<file path="config.mk">
export PLATFORM = sky130hd
export DESIGN_NAME = uart_rx_deframer
export DESIGN_NICKNAME = d
export VERILOG_FILES = /design/src/rtl/uart_pkg.sv /design/src/rtl/uart_sync.sv /design/src/rtl/uart_rx_deframer.sv
export SDC_FILE = /design/constraint.sdc
export NUM_CORES = 1
export LEC_CHECK = 0
export CAP_MARGIN = 10
export CORE_MARGIN = 2
export CORE_UTILIZATION = 35
export DETAILED_ROUTE_END_ITERATION = 6
export GPL_ROUTABILITY_DRIVEN = 0
export HOLD_SLACK_MARGIN = 0.06
export PLACE_DENSITY_LB_ADDON = 0.12
export REMOVE_ABC_BUFFERS = 1
export SYNTH_ARGS = -nofsm -noshare
export SYNTH_HDL_FRONTEND = slang
export SYNTH_SLANG_ARGS = --single-unit
</file>
<file path="constraint.sdc">
create_clock -name clk -period 2.7 [get_ports clk]
set_input_delay 0.54 -clock clk [delete_from_list [all_inputs] [get_ports clk]]
set_output_delay 0.54 -clock clk [all_outputs]
set_load 0.1 [all_outputs]
</file>
<file path="src/rtl/uart_pkg.sv">
// rtl/uart_pkg.sv - shared UART state encoding, default bit timing and parity helper
package uart_pkg;

  typedef enum logic [2:0] {
    ST_IDLE      = 3'd0,
    ST_START     = 3'd1,
    ST_DATA      = 3'd2,
    ST_PARITY    = 3'd3,
    ST_STOP      = 3'd4,
    ST_WAIT_IDLE = 3'd5
  } uart_state_e;

  // 50 MHz system clock at 115200 baud
  localparam int UART_CLKS_PER_BIT = 434;

  function automatic logic even_parity(input logic [7:0] d);
    return ^d;
  endfunction

endpackage

</file>
<file path="src/rtl/uart_sync.sv">
// rtl/uart_sync.sv - two-flop synchronizer for the idle-high serial line
module uart_sync (
  input  logic clk,
  input  logic rst,
  input  logic d,
  output logic q
);

  logic meta;

  always_ff @(posedge clk) begin
    if (!rst) begin
      meta <= 1'b1;
      q    <= 1'b1;
    end else begin
      meta <= d;
      q    <= meta;
    end
  end

endmodule

</file>
<file path="src/rtl/uart_rx_deframer.sv">
// rtl/uart_rx_deframer.sv - UART receiver: mid-bit sampling, optional even parity, one-byte holding register
module uart_rx_deframer
  import uart_pkg::*;
#(
  parameter int CLKS_PER_BIT = UART_CLKS_PER_BIT,
  parameter int PARITY_EN    = 0
) (
  input  logic       clk,
  input  logic       rst,
  input  logic       serial_in,
  output logic [7:0] data_out,
  output logic       data_out_valid,
  input  logic       rx_ready,
  output logic       frame_err,
  output logic       parity_err,
  output logic       overrun,
  output logic       rx_busy
);

  localparam logic [15:0] FULL_CNT = 16'(CLKS_PER_BIT - 1);
  localparam logic [15:0] HALF_CNT = 16'(CLKS_PER_BIT / 2 - 1);

  uart_state_e state, state_n;
  logic [15:0] cnt, cnt_n;
  logic [2:0]  bit_idx, bit_n;
  logic [7:0]  shreg, shreg_n;
  logic        bad, bad_n;
  logic        line_s;
  logic [1:0]  warm;
  logic        seen_high;
  logic        deliver, frame_hit, parity_hit;

  uart_sync u_sync (
    .clk (clk),
    .rst (rst),
    .d   (serial_in),
    .q   (line_s)
  );

  assign rx_busy = (state != ST_IDLE);

  always_comb begin
    state_n    = state;
    cnt_n      = cnt;
    bit_n      = bit_idx;
    shreg_n    = shreg;
    bad_n      = bad;
    deliver    = 1'b0;
    frame_hit  = 1'b0;
    parity_hit = 1'b0;
    case (state)
      // warm masks the synchronizer's forced-high reset value; a line that
      // has never been seen high since reset is a break, not a start bit
      ST_IDLE: begin
        if (warm[1] && !line_s) begin
          if (seen_high) begin
            state_n = ST_START;
            cnt_n   = HALF_CNT;
          end else begin
            state_n = ST_WAIT_IDLE;
          end
        end
      end
      ST_START: begin
        if (cnt != 16'd0) begin
          cnt_n = cnt - 16'd1;
        end else if (!line_s) begin
          state_n = ST_DATA;
          cnt_n   = FULL_CNT;
          bit_n   = 3'd0;
          bad_n   = 1'b0;
        end else begin
          state_n = ST_IDLE;
        end
      end
      ST_DATA: begin
        if (cnt != 16'd0) begin
          cnt_n = cnt - 16'd1;
        end else begin
          shreg_n = {line_s, shreg[7:1]};
          cnt_n   = FULL_CNT;
          bit_n   = bit_idx + 3'd1;
          if (bit_idx == 3'd7) begin
            state_n = (PARITY_EN != 0) ? ST_PARITY : ST_STOP;
          end
        end
      end
      ST_PARITY: begin
        if (cnt != 16'd0) begin
          cnt_n = cnt - 16'd1;
        end else begin
          bad_n   = (line_s != even_parity(shreg));
          cnt_n   = FULL_CNT;
          state_n = ST_STOP;
        end
      end
      ST_STOP: begin
        if (cnt != 16'd0) begin
          cnt_n = cnt - 16'd1;
        end else begin
          cnt_n = 16'd0;
          if (!line_s) begin
            frame_hit = 1'b1;
            state_n   = ST_WAIT_IDLE;
          end else if (bad) begin
            parity_hit = 1'b1;
            state_n    = ST_IDLE;
          end else begin
            deliver = 1'b1;
            state_n = ST_IDLE;
          end
        end
      end
      ST_WAIT_IDLE: begin
        if (line_s) state_n = ST_IDLE;
      end
      default: state_n = ST_IDLE;
    endcase
  end

  always_ff @(posedge clk) begin
    if (!rst) begin
      state          <= ST_IDLE;
      cnt            <= 16'd0;
      bit_idx        <= 3'd0;
      shreg          <= 8'h00;
      bad            <= 1'b0;
      warm           <= 2'b00;
      seen_high      <= 1'b0;
      data_out       <= 8'h00;
      data_out_valid <= 1'b0;
      frame_err      <= 1'b0;
      parity_err     <= 1'b0;
      overrun        <= 1'b0;
    end else begin
      state      <= state_n;
      cnt        <= cnt_n;
      bit_idx    <= bit_n;
      shreg      <= shreg_n;
      bad        <= bad_n;
      warm       <= {warm[0], 1'b1};
      if (warm[1] && line_s) seen_high <= 1'b1;
      frame_err  <= frame_hit;
      parity_err <= parity_hit;
      overrun    <= deliver && data_out_valid && !rx_ready;
      if (deliver && (!data_out_valid || rx_ready)) begin
        data_out       <= shreg;
        data_out_valid <= 1'b1;
      end else if (data_out_valid && rx_ready) begin
        data_out_valid <= 1'b0;
      end
    end
  end

endmodule

</file>
==> results.json, run 1 <==
{
  "htreeDepth": 2,
  "p_leak_nw": 1.01,
  "holdWs_ps": 423,
  "grt_use_total_pct": 15.5,
  "final_cell_area_um2": 2790,
  "end_kind": "flop",
  "synth_area_leaders": "dfxtp_1, mux2i_1, nor2_1",
  "fillers": 667,
  "ctsHoldBuffers": 0,
  "setup_viol": 0,
  "power_mw": 3.68,
  "dp_slack_ps": 425,
  "nets": 299,
  "ys_seq_area_share_pct": 39.3,
  "required_ps": 2950,
  "cts_buffer_depth": 2,
  "finalCritPeriodShare_pct": 85.9,
  "cts_setup_buffers": 0,
  "synthArstFlopShare_pct": 0,
  "wire_per_inst_um": 15.1,
  "layout-drive-gt1-share_pct": 16.8,
  "placed_cell_area_um2": 2670,
  "synth_top_cell_by_area": "dfxtp_1",
  "critPathMaxFanout": 11,
  "dieHeight_um": 87.6,
  "diodes": 0,
  "drcViolationCount": 0,
  "synth_top_area_share_pct": 39.3,
  "period_needed_ps": 2320,
  "multi_input_area_um2": 1380,
  "ios": 17,
  "yosys_most_used_dff": "dfxtp_1",
  "overflow": 0,
  "grtUsageMet3_pct": 3.39,
  "synth-seq-cells": 48,
  "path_class": "reg -> reg",
  "fp-row-count": 30,
  "io_buffers": 16,
  "synth_cells": 273,
  "grt_busiest_layer": "met2",
  "clkTransAtPathRegs_ps": 110,
  "worst_path_largest_cell_delay_ps": 530,
  "grt_pass1_vias": 1869,
  "core_area_um2": 6760,
  "crit_chain": "inv_1 > ha_1 > nor4b_1 > and4_1 > o22ai_4 > or4_1 > a21oi_1",
  "synthTopCellsByCount": "dfxtp_1, nor2_1, a21oi_1",
  "cts_repair_resize_count": 0,
  "met1_usage_pct": 21.2,
  "antenna_found_initial": 0,
  "hpwl_um": 3810,
  "synth.distinct_cells": 56,
  "synth_area_per_cell_um2": 8.95,
  "clock-sinks": 48,
  "vias": 2053,
  "cts_root_buffer": "clkbuf_8",
  "hold_path.class": "reg -> reg",
  "fmax_ghz": 0.431,
  "grt_pass1_wl_um": 9360,
  "area_delta_synth_final_pct": 14.1,
  "die_w_um": 87.6,
  "seq_area_um2": 961,
  "powerDensity_nw_per_um2": 1320,
  "drt_iter0_drc": 188,
  "startpoint_type": "flop",
  "initial_core_util_pct": 36.2,
  "vdd.ir_drop.worst_uv": 487,
  "viasPerCell": 5.52,
  "crit_buf_inv": 1,
  "tns_ps": 0,
  "synth_area_um2": 2440,
  "rsz0062_at_grt": "false",
  "clkLatencyLatePin_ps": 320,
  "synth_most_common_cell": "dfxtp_1",
  "hold_violations": 0,
  "wl_um": 5610,
  "cts_tree": "built",
  "synth_edf_count": 0,
  "grt_max_degree": 22,
  "yosysWarnings": 0,
  "fin_skew_ps": 19.0,
  "setup_slack_ps": 380,
  "critPathTopFamily": "simple AND/OR/NAND/NOR gates",
  "drtAntennaViolNets": 0,
  "slowest_stage": "and4_1",
  "maxCapViolCount": 0,
  "drv_slew": 0,
  "grt_util_met2_pct": 24.5,
  "max_slew_margin_pct": 62.3,
  "worst_ep_arrival_time_ps": 2570,
  "tightest_slew_ps": 563,
  "floorplan.die_area_um2": 7670,
  "firstDrtPassIters": 4,
  "numCtsBuffers": 5,
  "status": "finished clean"
}
-- where the power goes --
group / leakage (nW) / internal [mW] / total, mW / switching, mW
logic: 0.561 / 0.836 / 2.07 / 1.24
registers: 0.390 / 0.828 / 1.06 / 0.232
clock network: 0.0548 / 0.279 / 0.553 / 0.274
-- logic make-up after synthesis --
kind of cell | share of synthesized area (%)
multiplexers | 7.01
adder cells (fa/ha/maj) | 2.05
buffers and inverters | 4.25
flip-flops | 39.3
AND/OR/NAND/NOR | 28.3
XOR/XNOR | 3.58
AO/OA/AOI/OAI | 15.5
-- worst paths after layout --
check	start	to	slack (ps)	cells past startpoint
setup / recovery	cnt[0]	state[2]	380	7
hold / removal	u_sync.meta	u_sync.q	420	1
setup reg to reg	cnt[0]	state[2]	380	7
hold reg to reg	u_sync.meta	u_sync.q	420	1
-- sequential cells by signal (all words and copies together) (netlist names) --
register / flops
shreg: 8
bit_idx: 3
frame_err: 1
u_sync.meta: 1
state: 3
parity_err: 1
warm: 2
data_out_valid: 1
u_sync.q: 1
overrun: 1
seen_high: 1
bad: 1
cnt: 16
data_out: 8
-- per-layer routing --
metal	vias up	routed length [um]
met5	-	0
met4	0	83
met3	7	266
met2	54	2520
met1	964	2740
li1	1028	-
-- layout by cell type, fill, tap and decap left out, types with 2 or more instances in the layout --
| master | instances |
|---|---|
| nand3_1 | 9 |
| inv_1 | 5 |
| dfxtp_1 | 48 |
| o31ai_1 | 2 |
| nor2_1 | 35 |
| or4_1 | 3 |
| nand2b_1 | 5 |
| o221a_2 | 3 |
| xnor2_1 | 9 |
| nand2_1 | 14 |
| a31oi_1 | 2 |
| nor4_1 | 2 |
| clkbuf_8 | 5 |
| or3_1 | 3 |
| nor4_4 | 4 |
| o211ai_1 | 3 |
| clkdlybuf4s50_1 | 3 |
| o21ai_0 | 15 |
| and3_1 | 2 |
| nor3_1 | 15 |
| mux2i_1 | 16 |
| ha_1 | 4 |
| nor2b_1 | 3 |
| and2_1 | 4 |
| buf_4 | 24 |
| a21oi_1 | 17 |
| nand4_1 | 5 |
| nor4b_1 | 3 |
-- layout make-up --
cell class	count	area share [%]
multi-input cells	203	49.5
flip-flops and latches	48	34.5
repair buffers	27	7.54
well taps	80	3.59
clock buffers	5	2.47
clock inverters	3	1.66
inverters	6	0.808
-- per-stage QoR --
step / utilization [%] / std cells
finish: 41.3 / 372
global route: 41.3 / 372
CTS: 41.3 / 372
detailed placement: 39.6 / 364
global placement: 39.6 / 364
floorplan: - / 257
No activity file was read; power rests on OpenSTA's default activity.
==> inputs of run 2 (changes only) <==
Settings changed: CELL_PAD_IN_SITES_DETAIL_PLACEMENT set to 1, CELL_PAD_IN_SITES_GLOBAL_PLACEMENT set to 2.
==> results.json, run 2 (synthesized netlist as in run 1, its figures left out) <==
{
  "status": "finished clean",
  "final_cell_area_um2": 2820,
  "final_cells": 374,
  "grt_pass1_vias": 2012,
  "crit_buf_inv": 1,
  "tightest_slew_ps": 635,
  "power_mw": 3.78,
  "finalCritPeriodShare_pct": 90.4,
  "hold_path.class": "reg -> reg",
  "ctsHoldBuffers": 0,
  "startpoint_type": "flop",
  "cts_buffer_depth": 2,
  "cts_repair_resize_count": 0,
  "clkPwrFrac_pct": 14.4,
  "htreeDepth": 2,
  "grt_pass1_wl_um": 10600,
  "floorplan.die_area_um2": 7670,
  "crit_chain": "inv_1 > ha_1 > nor4b_1 > and4_1 > nor2_1 > and3_1 > o31a_1",
  "p_sw_share_pct": 47.7,
  "tns_ps": 0,
  "area_delta_synth_final_pct": 15.2,
  "nets": 301,
  "overflow": 0,
  "min_from": "u_sync.meta",
  "clkTransAtPathRegs_ps": 100,
  "multi_input_area_um2": 1380,
  "critPathTopFamily": "simple AND/OR/NAND/NOR gates",
  "firstDrtPassIters": 4,
  "largest_reg_flops": 16,
  "wire_per_inst_um": 16.8,
  "viasPerCell": 5.53,
  "seq_area_um2": 961,
  "final_cell_mix": "dfxtp_1, nor2_1, buf_4",
  "cts_tree": "built",
  "drtAntennaViolNets": 0,
  "p_switching_mw": 1.80,
  "setup_viol": 0,
  "wl_um": 6290,
  "fp-row-count": 30,
  "maxCapViolCount": 0,
  "clock-sinks": 48,
  "power_frac_seq_pct": 28.4,
  "drcViolationCount": 0,
  "drt_iter0_drc": 92,
  "dp.cells": 366,
  "worst_path_largest_cell_delay_ps": 590,
  "period_needed_ps": 2440,
  "max_slew_margin_pct": 57.5,
  "core_area_um2": 6760,
  "path_class": "reg -> reg",
  "grt_use_total_pct": 17.9,
  "initial_core_util_pct": 36.2,
  "regMostFlops": "cnt",
  "drv_slew": 0,
  "hold_violations": 0,
  "end_kind": "flop",
  "die_w_um": 87.6,
  "p_comb_share_pct": 57.2,
  "powerDensity_nw_per_um2": 1340,
  "rsz0062_at_grt": "false",
  "vias": 2068,
  "cts_root_buffer": "clkbuf_8",
  "fin_skew_ps": 4.36,
  "final_common_cell": "dfxtp_1",
  "crit_path_start": "cnt[0]",
  "clkLatencyLatePin_ps": 310,
  "dieHeight_um": 87.6,
  "fillers": 797,
  "required_ps": 2910,
  "timing.rr.start": "cnt[0]",
  "io_buffers": 16,
  "ios": 17,
  "p_leak_nw": 1.02,
  "internal-power_mw": 1.98,
  "antenna_found_initial": 0,
  "layout-drive-gt1-share_pct": 17.3,
  "slowest_stage": "and4_1",
  "hpwl_um": 4460,
  "placed_cell_area_um2": 2700,
  "worst_ep_arrival_time_ps": 2650,
  "vdd.ir_drop.worst_uv": 512,
  "numCtsBuffers": 5,
  "cts_setup_buffers": 0,
  "critPathMaxFanout": 12,
  "holdWs_ps": 419,
  "reg_top3": "cnt (16), data_out (8), shreg (8)",
  "fmax_ghz": 0.410,
  "diodes": 0,
  "grt_max_degree": 25
}
==> run 2: power groups by stage <==
stage / clock, mW / combinational (mW) / sequential (mW)
finish: 0.546 / 2.16 / 1.07
global route: 0.600 / 2.39 / 1.10
CTS: 0.567 / 2.17 / 1.07
detailed placement: 0 / 2.16 / 1.09
global placement: 0 / 2.16 / 1.08
floorplan: 0 / 1.51 / 1.04
==> run 2: worst reg2reg max path: stages (launching register included) <==
cell	delay (ps)
dfxtp_1	340
inv_1	120
ha_1	170
nor4b_1	310
and4_1	590
nor2_1	300
and3_1	250
o31a_1	260
==> run 2: final cells by class <==
cell class	instances	area share [%]
clock buffers	5	2.44
clock inverters	3	1.64
multi-input cells	203	49.0
repair buffers	29	8.44
inverters	6	0.800
well taps	80	3.56
flip-flops and latches	48	34.1
==> run 2: final timing paths <==
path | depth (start not counted) | endpoint | slack, ps
max | 7 | cnt[14] | 260
min | 1 | u_sync.q | 420
max reg2reg | 7 | cnt[14] | 260
min reg2reg | 1 | u_sync.q | 420
==> run 2: layer usage <==
metal	part of all wire [%]	global-route usage (%)	up-vias
met2	45	27.8	26
met1	52	25.6	1006
met5	0	0	-
li1	-	-	1032
met3	2.6	3.20	4
met4	0.60	4.48	0
==> run 2: stage by stage <==
stage | utilization, % | setup WS [ps]
final | 41.7 | 258
after global routing | 41.7 | 28.3
after CTS | 41.7 | 264
after detailed placement | 40.0 | 289
after global placement | 40.0 | 374
after floorplan | - | 128
==> inputs of run 3 (changes only) <==
Settings changed: SLEW_MARGIN set to 10.
==> results of run 3 <==
No change in the layout: final DEF, timing and power equal those of run 2.
